$ cat src/rtl/alu_wide_sequencer_pkg.sv
// Shared definitions for the wide ALU sequencer: execute-command codes,
// NZCV flag bit positions, the sequencer state encoding and the ALU word
// width. Imported by the interface, the carry generator and the top.
package alu_wide_sequencer_pkg;

  localparam int WORD_W = 32;

  // Execute-command codes; 4'b1010..4'b1111 are unsupported.
  localparam logic [3:0] CMD_NOP = 4'd0;
  localparam logic [3:0] CMD_MOV = 4'd1;
  localparam logic [3:0] CMD_ADD = 4'd2;
  localparam logic [3:0] CMD_ADC = 4'd3;
  localparam logic [3:0] CMD_SUB = 4'd4;
  localparam logic [3:0] CMD_SBC = 4'd5;
  localparam logic [3:0] CMD_AND = 4'd6;
  localparam logic [3:0] CMD_ORR = 4'd7;
  localparam logic [3:0] CMD_EOR = 4'd8;
  localparam logic [3:0] CMD_MVN = 4'd9;

  // Flag bit positions inside a {N,Z,C,V} nibble.
  localparam int FLAG_N = 3;
  localparam int FLAG_Z = 2;
  localparam int FLAG_C = 1;
  localparam int FLAG_V = 0;

  typedef enum logic [1:0] {
    ST_IDLE = 2'd0,
    ST_RUN  = 2'd1,
    ST_DONE = 2'd2
  } state_t;

  function automatic logic is_unsupported(input logic [3:0] cmd);
    return cmd > CMD_MVN;
  endfunction

  function automatic logic is_sub(input logic [3:0] cmd);
    return (cmd == CMD_SUB) || (cmd == CMD_SBC);
  endfunction

  function automatic logic is_arith(input logic [3:0] cmd);
    return (cmd == CMD_ADD) || (cmd == CMD_ADC) || is_sub(cmd);
  endfunction

endpackage

$ cat src/rtl/alu_wide_sequencer_if.sv
// Bundle of the request channel, response channel and word-wide ALU port
// of the wide ALU sequencer.
//   req_*  : requester -> sequencer (req_ready flows back)
//   rsp_*  : sequencer -> consumer  (rsp_ready flows back)
//   alu_*  : sequencer <-> external 32-bit ALU (combinational path)
// Handshake: a transfer occurs on a rising clk edge where valid and ready
// are both high. Once valid is raised its payload stays stable until that
// edge; ready never depends on valid.
// Modports: slave = the sequencer, master = requester/consumer/ALU side.
interface alu_wide_sequencer_if
  import alu_wide_sequencer_pkg::*;
#(
  parameter int NUM_WORDS = 2
);
  localparam int W = WORD_W * NUM_WORDS;

  logic                 req_valid;
  logic                 req_ready;
  logic [3:0]           req_cmd;
  logic [W-1:0]         req_op1;
  logic [W-1:0]         req_op2;
  logic [3:0]           req_flags_in;

  logic                 rsp_valid;
  logic                 rsp_ready;
  logic [W-1:0]         rsp_result;
  logic [3:0]           rsp_flags;
  logic                 rsp_err;

  logic [WORD_W-1:0]    alu_in_1;
  logic [WORD_W-1:0]    alu_in_2;
  logic [3:0]           alu_cmd;
  logic [3:0]           alu_status_in;
  logic [WORD_W-1:0]    alu_result;
  logic [3:0]           alu_status_out;

  modport slave (
    input  req_valid, req_cmd, req_op1, req_op2, req_flags_in,
    output req_ready,
    output rsp_valid, rsp_result, rsp_flags, rsp_err,
    input  rsp_ready,
    output alu_in_1, alu_in_2, alu_cmd, alu_status_in,
    input  alu_result, alu_status_out
  );

  modport master (
    output req_valid, req_cmd, req_op1, req_op2, req_flags_in,
    input  req_ready,
    input  rsp_valid, rsp_result, rsp_flags, rsp_err,
    output rsp_ready,
    input  alu_in_1, alu_in_2, alu_cmd, alu_status_in,
    output alu_result, alu_status_out
  );

endinterface

$ cat src/rtl/alu_wide_sequencer_carry_gen.sv
// Per-word carry/borrow generator for the wide ALU sequencer.
// Ports:
//   a_i, b_i : word operands
//   cin_i    : carry into this word (C=1 means "no borrow" for subtract)
//   sub_i    : 1 = subtract (a + ~b + cin), 0 = add (a + b + cin)
//   cout_o   : carry out of bit 31
//   v_o      : signed overflow of this word, meaningful for the top word
module alu_wide_sequencer_carry_gen
  import alu_wide_sequencer_pkg::*;
(
  input  logic [WORD_W-1:0] a_i,
  input  logic [WORD_W-1:0] b_i,
  input  logic              cin_i,
  input  logic              sub_i,
  output logic              cout_o,
  output logic              v_o
);
  logic [WORD_W-1:0] b_eff;
  logic [WORD_W:0]   sum;

  always_comb begin
    b_eff  = sub_i ? ~b_i : b_i;
    sum    = {1'b0, a_i} + {1'b0, b_eff} + {{WORD_W{1'b0}}, cin_i};
    cout_o = sum[WORD_W];
    // With b inverted for subtract, a31 != b31 becomes a31 == b_eff31,
    // so one expression covers both add and subtract overflow.
    v_o    = (a_i[WORD_W-1] == b_eff[WORD_W-1]) &&
             (sum[WORD_W-1] != a_i[WORD_W-1]);
  end

endmodule

$ cat src/rtl/alu_wide_sequencer.sv
// Wide ALU sequencer: accepts one NUM_WORDS x 32-bit operation, runs it
// through the external 32-bit ALU one word per cycle (low word first),
// builds the inter-word carry chain and final NZCV flags locally, and
// returns the wide result on the response channel.
// Ports:
//   clk, rst     : clock, synchronous active-high reset
//   bus          : request/response/ALU bundle (slave side)
//   dbg_state_o  : current state (IDLE/RUN/DONE encoding of state_t)
//   dbg_k_o      : current word index
module alu_wide_sequencer
  import alu_wide_sequencer_pkg::*;
#(
  parameter int NUM_WORDS = 2
) (
  input  logic                       clk,
  input  logic                       rst,
  alu_wide_sequencer_if.slave        bus,
  output logic [1:0]                 dbg_state_o,
  output logic [1:0]                 dbg_k_o
);
  localparam int KW = (NUM_WORDS > 1) ? $clog2(NUM_WORDS) : 1;
  localparam logic [KW-1:0] K_LAST = KW'(NUM_WORDS - 1);

  typedef logic [NUM_WORDS-1:0][WORD_W-1:0] wide_t;

  state_t          state_q, state_d;
  logic [KW-1:0]   k_q, k_d;
  logic [3:0]      cmd_q, cmd_d;
  wide_t           op1_q, op1_d;
  wide_t           op2_q, op2_d;
  wide_t           res_q, res_d;
  logic [3:0]      fin_q, fin_d;
  logic            carry_q, carry_d;
  logic            zacc_q, zacc_d;
  logic [3:0]      flags_q, flags_d;
  logic            err_q, err_d;

  logic [WORD_W-1:0] a_w, b_w;
  logic              cg_cout, cg_v;
  logic              cmd_err, cmd_nop, z_now;

  assign a_w     = op1_q[k_q];
  assign b_w     = op2_q[k_q];
  assign cmd_err = is_unsupported(cmd_q);
  assign cmd_nop = (cmd_q == CMD_NOP);
  assign z_now   = zacc_q & bus.alu_status_out[FLAG_Z];

  alu_wide_sequencer_carry_gen u_carry_gen (
    .a_i    (a_w),
    .b_i    (b_w),
    .cin_i  (carry_q),
    .sub_i  (is_sub(cmd_q)),
    .cout_o (cg_cout),
    .v_o    (cg_v)
  );

  always_comb begin
    state_d = state_q;
    k_d     = k_q;
    cmd_d   = cmd_q;
    op1_d   = op1_q;
    op2_d   = op2_q;
    res_d   = res_q;
    fin_d   = fin_q;
    carry_d = carry_q;
    zacc_d  = zacc_q;
    flags_d = flags_q;
    err_d   = err_q;

    bus.req_ready     = (state_q == ST_IDLE) && !rst;
    bus.rsp_valid     = (state_q == ST_DONE);
    bus.alu_cmd       = CMD_NOP;
    bus.alu_in_1      = '0;
    bus.alu_in_2      = '0;
    bus.alu_status_in = '0;

    unique case (state_q)
      ST_IDLE: begin
        if (bus.req_valid) begin
          cmd_d   = bus.req_cmd;
          op1_d   = bus.req_op1;
          op2_d   = bus.req_op2;
          fin_d   = bus.req_flags_in;
          k_d     = '0;
          zacc_d  = 1'b1;
          state_d = ST_RUN;
          // c_0: 0 for ADD, 1 for SUB (no borrow), incoming C for ADC/SBC.
          unique case (bus.req_cmd)
            CMD_SUB:          carry_d = 1'b1;
            CMD_ADC, CMD_SBC: carry_d = bus.req_flags_in[FLAG_C];
            default:          carry_d = 1'b0;
          endcase
        end
      end

      ST_RUN: begin
        bus.alu_in_1      = a_w;
        bus.alu_in_2      = b_w;
        bus.alu_status_in = {fin_q[FLAG_N], fin_q[FLAG_Z], carry_q, fin_q[FLAG_V]};
        if (cmd_err)
          bus.alu_cmd = CMD_NOP;
        else if (k_q != '0 && (cmd_q == CMD_ADD || cmd_q == CMD_ADC))
          bus.alu_cmd = CMD_ADC;
        else if (k_q != '0 && is_sub(cmd_q))
          bus.alu_cmd = CMD_SBC;
        else
          bus.alu_cmd = cmd_q;

        res_d[k_q] = (cmd_err || cmd_nop) ? '0 : bus.alu_result;
        zacc_d     = z_now;
        carry_d    = cg_cout;
        k_d        = k_q + 1'b1;

        if (k_q == K_LAST) begin
          k_d     = '0;
          state_d = ST_DONE;
          err_d   = cmd_err;
          if (cmd_err || cmd_nop)
            flags_d = fin_q;
          else if (is_arith(cmd_q))
            flags_d = {bus.alu_result[WORD_W-1], z_now, cg_cout, cg_v};
          else
            flags_d = {bus.alu_result[WORD_W-1], z_now, fin_q[FLAG_C], fin_q[FLAG_V]};
        end
      end

      ST_DONE: begin
        if (bus.rsp_ready) state_d = ST_IDLE;
      end

      default: state_d = ST_IDLE;
    endcase
  end

  always_ff @(posedge clk) begin
    if (rst) begin
      state_q <= ST_IDLE;
      k_q     <= '0;
      cmd_q   <= CMD_NOP;
      op1_q   <= '0;
      op2_q   <= '0;
      res_q   <= '0;
      fin_q   <= '0;
      carry_q <= 1'b0;
      zacc_q  <= 1'b0;
      flags_q <= '0;
      err_q   <= 1'b0;
    end else begin
      state_q <= state_d;
      k_q     <= k_d;
      cmd_q   <= cmd_d;
      op1_q   <= op1_d;
      op2_q   <= op2_d;
      res_q   <= res_d;
      fin_q   <= fin_d;
      carry_q <= carry_d;
      zacc_q  <= zacc_d;
      flags_q <= flags_d;
      err_q   <= err_d;
    end
  end

  assign bus.rsp_result = res_q;
  assign bus.rsp_flags  = flags_q;
  assign bus.rsp_err    = err_q;
  assign dbg_state_o    = state_q;
  assign dbg_k_o        = 2'(k_q);

endmodule
$ cat src/flat_wrapper.sv
// flat-port wrapper written by rule: the top's interface ports become plain ports
module alu_wide_sequencer_flat import alu_wide_sequencer_pkg::*;
#(
  parameter int NUM_WORDS = 2
)
  (clk, rst, dbg_state_o, dbg_k_o, bus_req_valid, bus_req_cmd, bus_req_op1, bus_req_op2, bus_req_flags_in, bus_req_ready, bus_rsp_valid, bus_rsp_result, bus_rsp_flags, bus_rsp_err, bus_rsp_ready, bus_alu_in_1, bus_alu_in_2, bus_alu_cmd, bus_alu_status_in, bus_alu_result, bus_alu_status_out);
  alu_wide_sequencer_if #(.NUM_WORDS(NUM_WORDS)) bus_i ();
  input  logic clk;
  input  logic rst;
  output logic [1:0] dbg_state_o;
  output logic [1:0] dbg_k_o;
  input wire logic [$bits(bus_i.req_valid)-1:0] bus_req_valid;
  input wire logic [$bits(bus_i.req_cmd)-1:0] bus_req_cmd;
  input wire logic [$bits(bus_i.req_op1)-1:0] bus_req_op1;
  input wire logic [$bits(bus_i.req_op2)-1:0] bus_req_op2;
  input wire logic [$bits(bus_i.req_flags_in)-1:0] bus_req_flags_in;
  output wire logic [$bits(bus_i.req_ready)-1:0] bus_req_ready;
  output wire logic [$bits(bus_i.rsp_valid)-1:0] bus_rsp_valid;
  output wire logic [$bits(bus_i.rsp_result)-1:0] bus_rsp_result;
  output wire logic [$bits(bus_i.rsp_flags)-1:0] bus_rsp_flags;
  output wire logic [$bits(bus_i.rsp_err)-1:0] bus_rsp_err;
  input wire logic [$bits(bus_i.rsp_ready)-1:0] bus_rsp_ready;
  output wire logic [$bits(bus_i.alu_in_1)-1:0] bus_alu_in_1;
  output wire logic [$bits(bus_i.alu_in_2)-1:0] bus_alu_in_2;
  output wire logic [$bits(bus_i.alu_cmd)-1:0] bus_alu_cmd;
  output wire logic [$bits(bus_i.alu_status_in)-1:0] bus_alu_status_in;
  input wire logic [$bits(bus_i.alu_result)-1:0] bus_alu_result;
  input wire logic [$bits(bus_i.alu_status_out)-1:0] bus_alu_status_out;
  assign bus_i.req_valid = bus_req_valid;
  assign bus_i.req_cmd = bus_req_cmd;
  assign bus_i.req_op1 = bus_req_op1;
  assign bus_i.req_op2 = bus_req_op2;
  assign bus_i.req_flags_in = bus_req_flags_in;
  assign bus_req_ready = bus_i.req_ready;
  assign bus_rsp_valid = bus_i.rsp_valid;
  assign bus_rsp_result = bus_i.rsp_result;
  assign bus_rsp_flags = bus_i.rsp_flags;
  assign bus_rsp_err = bus_i.rsp_err;
  assign bus_i.rsp_ready = bus_rsp_ready;
  assign bus_alu_in_1 = bus_i.alu_in_1;
  assign bus_alu_in_2 = bus_i.alu_in_2;
  assign bus_alu_cmd = bus_i.alu_cmd;
  assign bus_alu_status_in = bus_i.alu_status_in;
  assign bus_i.alu_result = bus_alu_result;
  assign bus_i.alu_status_out = bus_alu_status_out;
  alu_wide_sequencer #(.NUM_WORDS(NUM_WORDS)) u_core (.clk(clk), .rst(rst), .bus(bus_i), .dbg_state_o(dbg_state_o), .dbg_k_o(dbg_k_o));
endmodule
$ cat config.mk
export PLATFORM = sky130hd
export DESIGN_NAME = alu_wide_sequencer_flat
export DESIGN_NICKNAME = d
export VERILOG_FILES = /design/src/rtl/alu_wide_sequencer_pkg.sv /design/src/rtl/alu_wide_sequencer_if.sv /design/src/rtl/alu_wide_sequencer_carry_gen.sv /design/src/rtl/alu_wide_sequencer.sv /design/src/flat_wrapper.sv
export SDC_FILE = /design/constraint.sdc
export NUM_CORES = 1
export LEC_CHECK = 0
export ABC_AREA = 1
export CORE_MARGIN = 3
export CORE_UTILIZATION = 35
export CTS_CLUSTER_SIZE = 20
export DETAILED_ROUTE_END_ITERATION = 8
export PLACE_DENSITY_LB_ADDON = 0.08
export SLEW_MARGIN = 20
export SYNTH_ARGS = -nofsm -noshare
export SYNTH_HDL_FRONTEND = slang
export SYNTH_SLANG_ARGS = --single-unit
$ cat constraint.sdc
create_clock -name clk -period 3.8 [get_ports clk]
set_clock_uncertainty 0.05 [all_clocks]
set_input_delay 0.95 -clock clk [delete_from_list [all_inputs] [get_ports clk]]
set_output_delay 0.95 -clock clk [all_outputs]
set_load 0.02 [all_outputs]
# Word level (Yosys, flattened, before mapping)
# Index checks and enable logic that the tools add are counted.
# op_classes
eq_ne,14
n_mux,30
n_bitwise,2
magnitude_cmp,3
reduce_logical,18
add_sub_neg,3
# ops
op,count
32-bit 2-to-1 mux,9
64-bit bitwise mux,1
32-bit by 32-bit adder with 33-bit output,1
33-bit by 1-bit adder with 33-bit output,1
32-bit demux with 1-bit select,1
32-bit NOT,1
4-bit 2-to-1 mux,6
"4-bit by 3-bit == test with 1-bit output, second input constant",4
"4-bit by 2-bit == test with 1-bit output, second input constant",3
2-bit 2-to-1 mux,4
1-bit case mux with 2 select lines,4
2-bit case mux with 3 select lines,1
2-bit AND reduction,3
1-bit logical AND,5
"4-bit > comparator, second input constant",1
4-bit zero test,1
1-bit logical OR,4
1-bit 2-to-1 mux,4
"2-bit by 1-bit inequality test with 1-bit output, second input constant",2
3-bit AND reduction,1
"2-bit by 1-bit == test with 1-bit output, second input constant",1
"2-bit == test, second input constant",1
2-bit zero test,1
"1-bit by 2-bit less-than comparator with 1-bit output, second input constant",1
other kinds (9),9
# word_totals
wordCells,84
output_inout_bits,147
regBits,210

# Longest topological paths before layout
# depth
word_depth,10
depth_mapped,21

# Cells and area by module
# Synthesis repeated with hierarchy kept, for this count alone.
# hier_totals
hier_cells,1424
hier_area_um2,9914.5
# by_module_without_submodules
module,area_each_um2,cells_per_inst,instances
alu_wide_sequencer,8554.5,1216,1
alu_wide_sequencer_carry_gen,1360.1,208,1

# Worst setup path before layout
# Ideal clock, no wire load.
# synth_timing
path_type,input port to output port
startpoint,input port rst
endpoint,output port bus_req_ready
path_stages,2
arrival_time_ns,1.557
setup_slack_ns,1.243
n_path_buf,1
cell_sequence,buf_2 -> nor3_1
# synth_via
elab_chain_len,2
# synth_lines
element,line,rtl
"start, declared",flat_wrapper.sv:9,input logic rst;
1-bit zero test,alu_wide_sequencer.sv:70,bus.req_ready = (state_q == ST_IDLE) && !rst;
1-bit logical AND,alu_wide_sequencer.sv:70,
"end, declared",flat_wrapper.sv:17,output wire logic [$bits(bus_i.req_ready)-1:0] bus_req_ready;
# No other way between the ends.

# Final worst setup path
# layout_timing
startpoint,register u_core.k_q
endpoint,output port bus_alu_in_1[31]
# layout_via
elab_chain_len,3
# layout_lines
element,line,rtl
"start, declared",alu_wide_sequencer.sv:27,"logic [KW-1:0] k_q, k_d;"
"start signal, assigned",alu_wide_sequencer.sv:150,k_q <= k_d;
32-bit 2-to-1 mux (implied by the code) (2 in series),alu_wide_sequencer.sv:42,assign a_w = op1_q[k_q];
32-bit 2-to-1 mux,alu_wide_sequencer.sv:77,unique case (state_q)
"end, declared",flat_wrapper.sv:23,output wire logic [$bits(bus_i.alu_in_1)-1:0] bus_alu_in_1;
# No other way between the ends. The select of a mux whose other input is x is not followed.

==> impl_results.md <==
* DRT Pass-1 Iters at 7
* Reg2Reg Capture Point: u_core.bus.rsp_flags[1]
* CTS clock-pin slew for the worst setup and hold paths at roughly 0.060 ns
* Die ar. at 0.0298 mm²
* Area growth syn-to-layout at 44.1%
* Fin crit share at 0.926
* Layout cells sized above 1 at 0.0433
* Worst R2R Start: u_core.cmd_q[3]
* Final setup violation count at 0
* Post-DP Area at about 0.013 mm²
* WL final at 32700 µm
* Net Count, Synth at between 1500 and 2000
* Critical Path RT at approximately 2.8 ns
* Routed Antenna Nets at 0
* CTS Buf Count at 24
* Total Nets Final at between 1500 and 2000
* Worst R2R Path Depth at 17
* #FFs+latches synth at 210
* Int Pwr at around 4.7 mW
* Maximum vdd drop at around 330 µV
* Worst hold path cell count at 2
* CTS H-tree lvls at 1
* Commonest cells after routing, fill and taps aside: nor2_1 (324), clkdlybuf4s50_1 (318), dfxtp_1 (209)
* Startpoint Class: flip-flop
* Comb pwr share at 0.230
* Pre-CTS setup slack at between 0.6 and 0.7 ns
* Hold Crit Endpoint: u_core.bus.rsp_result[63]
* Grt total ovfl at 0
* Slew of the pin with the lowest slew margin at 0.762 ns
* Mapped cell area at around 0.0097 mm²
* Max FO, Critical Path at 33
* Routed length on met1 at around 14000 µm
* Global-route wire length before repair at about 50000 µm
* Iter 0 DRT Violations at 690
* Unrepaired setup endpoints after global routing: false
* Rel. slew slack at 0.479
* Status: completed
* LEAKAGE at 5.59 nW
* Core Box Area at ~0.027 mm²
* Power Total at 6.61 mW
* Final hold violations at 0
* Starting Density at 0.358
* Power density cells at 473 mW/mm²
* Fin area at 0.0140 mm²
* CTS Root Cell: clkbuf_16
* GPL Wtd Cong at ~0.85
* Hold Path Class: reg2reg
* Final WS setup at around 0.28 ns
* FP Rows at 60
* Critical path launch point: u_core.k_q
* Synth unique cells at 32
* Max Used Layer: met5
* Register area share after synthesis at 0.433
* Max Fclk at roughly 0.28 GHz
* Maxcap violations at 0
* Commonest non-fill, non-tap cell in the layout: nor2_1
* Fin util at 0.516
* R2r setup slk at 0.84 ns
* GRT Util Overall at 0.211
* Switching share of power at 0.292
* Period minus WS final at around 3.5 ns
* Sw Pwr at 1.93 mW
* Clock share of power at 0.394
* Critical Path AT at about 2.5 ns
* Hold Path Origin: u_core.bus.rsp_result[63]
* Die W at 172 µm
* DP Cell Count at 1946
* WL met2 at roughly 15000 µm
* Ant. Diodes at 0
* Hold slack at 0.427 ns
* Finished Layout Cells at just under 2000
* DP Wirelength at 22600 µm
* Clock sink count at 210
* Synth Instances at 1335
* Vias in the first global route at a little over 9000
* Max Root-Sink Buffers at 3
* Syn avg cell area at 7.27 µm²
* DR vias/cell at 4.76
* Count of final max-slew check failures at 0
* Yosys warns at 0
* Per-cell routed wire length at 16.4 µm
* Die height at ~170 µm
* Metal3 WL at between 2000 and 2500 µm
* Port buffer count at 318
* Ports at roughly 320
* Post-CTS Setup Bufs at 0
* WS Path Type: reg2out
* DRC viols at 0
* Reg power frac at 0.376
* Setup TNS at 0 ns
* Post-cts gate resize count at 0
* Vias at around 9500
* CP Capture Type: output port
* Clk Latency, worst-skew pair at approximately 0.52 ns
* Largest net degree at the start of global routing at 143
* CTS hold repair buffers at 0
* CTS tree: built
* Initial antenna violation count at 1
## power groups by stage
| stage | combinational (mW) | clock (mW) | sequential, mW |
|---|---|---|---|
| 2_1_floorplan | 0.866 | 0 | 2.58 |
| 3_3_place_gp | 1.52 | 0 | 2.53 |
| 3_5_place_dp | 1.53 | 0 | 2.53 |
| 4_1_cts | 1.54 | 2.67 | 2.49 |
| 5_1_grt | 1.70 | 2.75 | 2.51 |
| 6_report | 1.52 | 2.60 | 2.49 |
## state kept, by name, summed over array words and instances (netlist names)
name / flops
u_core.bus.rsp_result: 64
u_core.op1_q: 64
u_core.op2_q: 64
u_core.bus.rsp_flags: 4
u_core.cmd_q: 4
u_core.fin_q: 4
u_core.dbg_state_o: 2
u_core.bus.rsp_err: 1
u_core.carry_q: 1
u_core.k_q: 1
u_core.zacc_q: 1
## cell usage after synthesis
cell	n	share of area
a2111oi_0	1	0.00090
o21a_1	3	0.0023
buf_2	32	0.017
ha_1	32	0.041
clkbuf_1	43	0.017
nor3b_1	1	0.00077
buf_6	3	0.0035
inv_2	6	0.0023
inv_1	23	0.0089
clkinv_1	1	0.00039
a31oi_1	1	0.00065
nand4_1	2	0.0013
nor4_1	2	0.0013
o221ai_1	1	0.00090
nor3_1	2	0.0010
nor2_2	2	0.0013
or2_1	1	0.00065
xor2_1	32	0.029
mux2i_1	32	0.033
nand3_1	10	0.0052
and3_1	2	0.0013
a21oi_1	140	0.072
nand2_1	194	0.075
o21ai_1	21	0.011
o21ai_0	195	0.10
buf_1	3	0.0012
nor2_4	2	0.0023
conb_1	1	0.00039
dfxtp_1	210	0.43
buf_4	11	0.0085
nor2_1	324	0.13
nand2_2	2	0.0013
## area by class of cell
class / count / area, µm²
Tap cell: 372 / 465
Sequential cell: 210 / 4210
Multi-Input combinational cell: 1003 / 4950
Clock inverter: 16 / 234
Fill cell: 2693 / 13100
Clock buffer: 28 / 657
Timing Repair Buffer: 331 / 3360
Inverter: 30 / 118
## per-layer routing
layer | vias to the layer above | track usage
met5 | - | 0
met4 | 2 | 0.0378
met3 | 29 | 0.0537
met2 | 247 | 0.358
met1 | 4271 | 0.276
li1 | 4924 | -
## worst max-delay path, stage by stage, from the launching register on
cell	delay [ns]
dfxtp_4	0.35
inv_2	0.55
or2_1	0.19
o21ai_1	0.12
nor2_1	0.16
clkdlybuf4s50_1	0.63
## cells by family (layout without fill, tap and decap cells)
| logic type | after synthesis | in the layout | synth area share |
|---|---|---|---|
| muxes | 32 | 32 | 0.0330 |
| and+or+nand+nor | 544 | 544 | 0.217 |
| DFF | 210 | 210 | 0.433 |
| xor gates and xnor gates | 32 | 32 | 0.0289 |
| buffers and inverters | 122 | 405 | 0.0579 |
| AOI/OAI and AO/OA | 362 | 362 | 0.188 |
| adders and majority gates | 32 | 32 | 0.0413 |
| other | 1 | 1 | 0.000387 |
## how the worst max path moves through the flow
stage                             to  slack, ns  cells past startpoint
detailed placement     bus_req_ready       0.62                      3
global route        bus_alu_in_1[31]       0.17                      5
global placement       bus_req_ready       0.62                      3
CTS                 bus_alu_in_1[31]       0.24                      5
finish              bus_alu_in_1[31]       0.28                      5
floorplan              bus_req_ready       1.24                      2
(Power assumes the default switching activity.)
==> edit 1 (same flow settings) <==
The package constant `FLAG_Z` goes from 2 to 1.
--- a/src/rtl/alu_wide_sequencer_pkg.sv
+++ b/src/rtl/alu_wide_sequencer_pkg.sv
@@ -19,7 +19,7 @@
 
   // Flag bit positions inside a {N,Z,C,V} nibble.
   localparam int FLAG_N = 3;
-  localparam int FLAG_Z = 2;
+  localparam int FLAG_Z = 1;
   localparam int FLAG_C = 1;
   localparam int FLAG_V = 0;
 
Check against the original RTL: not equivalent (Yosys sat finds a counterexample within 4 cycles, from zero or initial values and one cycle with rst high).
==> edit 1 against the unedited design <==
- routed wire length decreased by 0.66%
- sequential cell count unchanged
- utilization decreased by 0.30 points
- highest routed layer is now met4
- largest cell class unchanged
- cell area decreased by 0.31%
- register-to-register slack got worse by 0.09 ns
- total power decreased by 2.0%
- worst hold slack got worse by 0.0059 ns
- critical path depth decreased by 1
- worst setup slack got worse by 0.057 ns
- area after synthesis increased by 0.50%
==> edit 1: results (changes against the unedited design) <==
stage	metric	value	unit	change
global_routing	vias in the first global route	9339		+2.6%
power	worst ir drop on vdd	0.0003140	V	-4.1%
power	internal power	4.554	mW	-2.6%
logic_synthesis	Seq/Total Area, Yosys	43.12	%	-0.22 points
logic_synthesis	Synth area leaders	dfxtp_1 43%, nor2_1 12%, o21ai_0 9.9%		
final_layout	Plain + repair buffers	328		-0.91%
sta	pin slew with the least headroom to its limit	0.8794	ns	+0.1176 ns
worst_setup_path	CP max stage cell	dfxtp_4		
final_layout	CLK BUF	30		+7.1%
worst_setup_path	critical path's largest stage delay	0.59	ns	-0.04 ns
final_layout	share of cells above drive strength 1	4.404	%	+0.078 points
global_routing	first-pass GRT wire length	50.96	mm	+2.1%
final_layout	Clock-cell share	6.113	%	-0.26 points
final_layout	Reg area	0.004208	mm2	unchanged
power	leak pwr	5.578	nW	-0.31%
final_layout	Filler cells	2726		+1.2%
routing	top sig layer	met4		
final_layout	Final Non-Filler Cells	1985		-0.25%
routing	WL/cell	16.36	um	-0.41%
routing	Via-to-Cell Ratio	4.811		+1.1%
global_routing	largest net degree at the start of global routing	144		+0.70%
final_layout	nets	1804		-0.22%
global_routing	routing usage on met1	25.94	%	-1.7 points
logic_synthesis	Mapped Nets	1542		-0.065%
place	routability cong.	0.8542		+1.0%
place	placed cell count	1942		-0.21%
place	DP Area	0.01308	mm2	about the same
clock_tree	Inserted Clock Buffers	24		unchanged
final_layout	# diodes	1		+1
routing	Routed met2 length	15.36	mm	-0.62%
place	HPWL after detailed placement	22.69	mm	+0.41%
global_routing	M2 GR Usage	35.66	%	-0.11 points
global_routing	All-Layer GR Usage	20.87	%	-0.27 points
global_routing	GR met3 Demand/Resource	5.885	%	+0.51 points
clock_tree	Clock Path Buffers	3		unchanged
logic_synthesis	syn avg cell area	7.309	um2	+0.58%
status	status	complete, no violations		
worst_setup_path	crit-path max FO	45		+36%
final_layout	count of multi-input gates	1002		-0.10%
logic_synthesis	top post-synthesis cells by count	322 x nor2_1, 210 x dfxtp_1, 193 x nand2_1, 192 x o21ai_0, 139 x a21oi_1		
final_layout	NonClk Buf Share	23.82	%	-0.18 points
final_layout	area delta synth->final	42.96	%	
place	dpl ws	0.5876	ns	-0.03102 ns
routing	Initial DRC Count	575		-17%
routing	DRT Pass-1 Iters	5		-2
logic_synthesis	yosys warns	0		unchanged
power	Clock net power	2.47	mW	-5%
routing	met1 wire length	14.00	mm	-2.6%
logic_synthesis	Cell variety after synth	35		+9.4%
routing	met3 WL	2.375	mm	-0.21%
final_layout	area of the multi-input gates	0.004966	mm2	+0.40%
power	Clock power frac	38.1	%	-1.3 points
## edit 1: cell families (layout without fill, tap and decap cells)
| kind of cell | Yosys count | after routing | share of synthesized area, % |
|---|---|---|---|
| buf+inv | 122 | 400 | 6.005 |
| other cells | 1 | 2 | 0.03846 |
| simple gates | 542 | 542 | 21.72 |
| compound gates | 363 | 363 | 18.85 |
| flops | 210 | 210 | 43.12 |
| fa+ha+maj | 32 | 32 | 4.106 |
| mux | 32 | 32 | 3.285 |
| xor+xnor | 32 | 32 | 2.874 |
## edit 1: what timing repair did
action                                  CTS  global route
endpoints found under the hold margin     0             0
resized for setup                         0             2
endpoints found under the setup margin    0             1
## edit 1: path summary, 6_finish.rpt
check,cells after the start,start,to,slack [ns]
worst max-delay path,4,u_core.k_q,bus_alu_in_2[29],0.22
worst max register to register,13,u_core.k_q,u_core.carry_q,0.75
worst min register to register,2,u_core.fin_q[3],u_core.fin_q[3],0.42
worst min-delay path,2,u_core.fin_q[3],u_core.fin_q[3],0.42
==> edit 2 (same settings) <==
Made on the original files. Reset style: asynchronous (`rst`), changed in one clocked block. Comments in the files are not updated.
--- a/src/rtl/alu_wide_sequencer.sv
+++ b/src/rtl/alu_wide_sequencer.sv
@@ -132,7 +132,7 @@
     endcase
   end
 
-  always_ff @(posedge clk) begin
+  always_ff @(posedge clk or posedge rst) begin
     if (rst) begin
       state_q <= ST_IDLE;
       k_q     <= '0;
Formal check against the unedited RTL: differs if rst is asserted again (counterexample within 4 cycles, from zero or initial values and one cycle with rst high); with rst held inactive, the same outputs for 4 cycles.
==> edit 2 against the unedited design <==
- utilization fell by 1.2 points
- sequential cell count is the same
- routed wire length up 1.5%
- sequential share of layout area increased by 4.8 points
- largest cell class is now sequential cells
- area after synthesis is 10% higher
- worst setup slack got worse by 0.020 ns
- synthesized cell count increased by 6.7%
- cell area up 7.7%
Power is not compared: it rests on default switching activity, and its combinational part moved more than twofold at a synthesized area within 25%.
==> edit 2: results (changes against the unedited design) <==
stage	metric	value	unit	change
worst_setup_path	CP endpoint	bus_alu_in_1[7]		
hold_path	Hold Path Origin	u_core.op2_q[15]		
routing	met1 wire length	15.25	mm	+6.1%
sta	min cycle time layout	3.540	ns	+0.01995 ns
logic_synthesis	Synth Area in XOR/XNOR	2.625	%	-0.26 points
place	routability cong.	0.7954		-5.9%
global_routing	GR met3 Demand/Resource	3.613	%	-1.8 points
routing	met3 WL	1.702	mm	-28%
logic_synthesis	mux contribution to synthesized area	1.969	%	-1.3 points
logic_synthesis	Synth Area in Compound Gates	5.274	%	-14 points
worst_setup_path	flop-to-flop setup slack	0.99	ns	+0.15 ns
place	placed cell count	2080		+6.9%
routing	Routed met2 length	15.66	mm	+1.3%
sta	Worst slew margin	46.85	%	-1.0 points
final_layout	area delta synth->final	41.04	%	
clock_tree	Inserted Clock Buffers	25		+4.2%
global_routing	largest net degree at the start of global routing	79		-45%
global_routing	All-Layer GR Usage	19.90	%	-1.2 points
logic_synthesis	top post-synthesis cells by count	748 x nand2_1, 210 x dfrtp_1, 92 x nor2_1, 79 x inv_1, 60 x a21oi_1		
worst_setup_path	Reg-to-Reg Start	u_core.k_q		
sta	hold slack final	0.4236	ns	-0.003173 ns
routing	DRT Pass-1 Iters	5		-2
worst_setup_path	RR Endpoint	u_core.bus.rsp_flags[1]		
global_routing	M2 GR Usage	33.19	%	-2.6 points
global_routing	initial antenna violation count	2		+1
final_layout	Final Non-Filler Cells	2127		+6.9%
final_layout	Filler cells	3022		+12%
logic_synthesis	top_reg_cell synth	dfrtp_1		
routing	Via-to-Cell Ratio	4.604		-3.3%
routing	final wirelength	33.19	mm	+1.5%
logic_synthesis	Post-Synth Adder-Cell Area	3.750	%	-0.38 points
global_routing	first-pass GRT wire length	53.05	mm	+6.2%
place	DP Area	0.01424	mm2	+8.8%
place	dpl ws	0.6206	ns	+0.002025 ns
place	HPWL after detailed placement	23.16	mm	+2.5%
worst_setup_path	crit-path max FO	19		-42%
logic_synthesis	cell count after synthesis	1425		+6.7%
worst_setup_path	R2R depth	11		-6
global_routing	routing usage on met1	27.28	%	-0.34 points
hold_path	Hold Path End	u_core.op2_q[15]		
logic_synthesis	Cell variety after synth	36		+13%
logic_synthesis	Mapped Nets	1633		+5.8%
final_layout	nets	1925		+6.5%
status	status	complete, no violations		
routing	Initial DRC Count	545		-21%
logic_synthesis	top-count cell post-synth	nand2_1		
logic_synthesis	Seq/Total Area, Yosys	49.22	%	+5.9 points
## edit 2: cell count changes in the layout (fill, tap and decap cells not counted), moves of 11 or more
cell	delta
mux2i_1	-11
o21ai_1	-19
dfxtp_1	-209
dfrtp_1	+209
xor2_1	-32
inv_1	+56
o21ai_0	-155
nor2_1	-232
xnor2_1	+32
nand2_1	+554
a21oi_1	-80
## edit 2: area by class of cell
cell class | instances | share of cell area, %
diodes | 1 | 0.01662
clock buffers | 44 | 5.293
inverters | 86 | 2.185
clock inverters | 2 | 0.09140
multi-input cells | 1060 | 31.73
repair buffers | 334 | 22.52
well taps | 390 | 3.241
flip-flops and latches | 210 | 34.92
## edit 2: power by group
part | switching [mW] | internal (mW) | leakage [nW]
Sequential | 0.535 | 3.28 | 2.62
Combinational | 5.09 | 3.30 | 4.57
Clock | 0.925 | 1.41 | 0.399
Total | 6.55 | 7.99 | 7.59
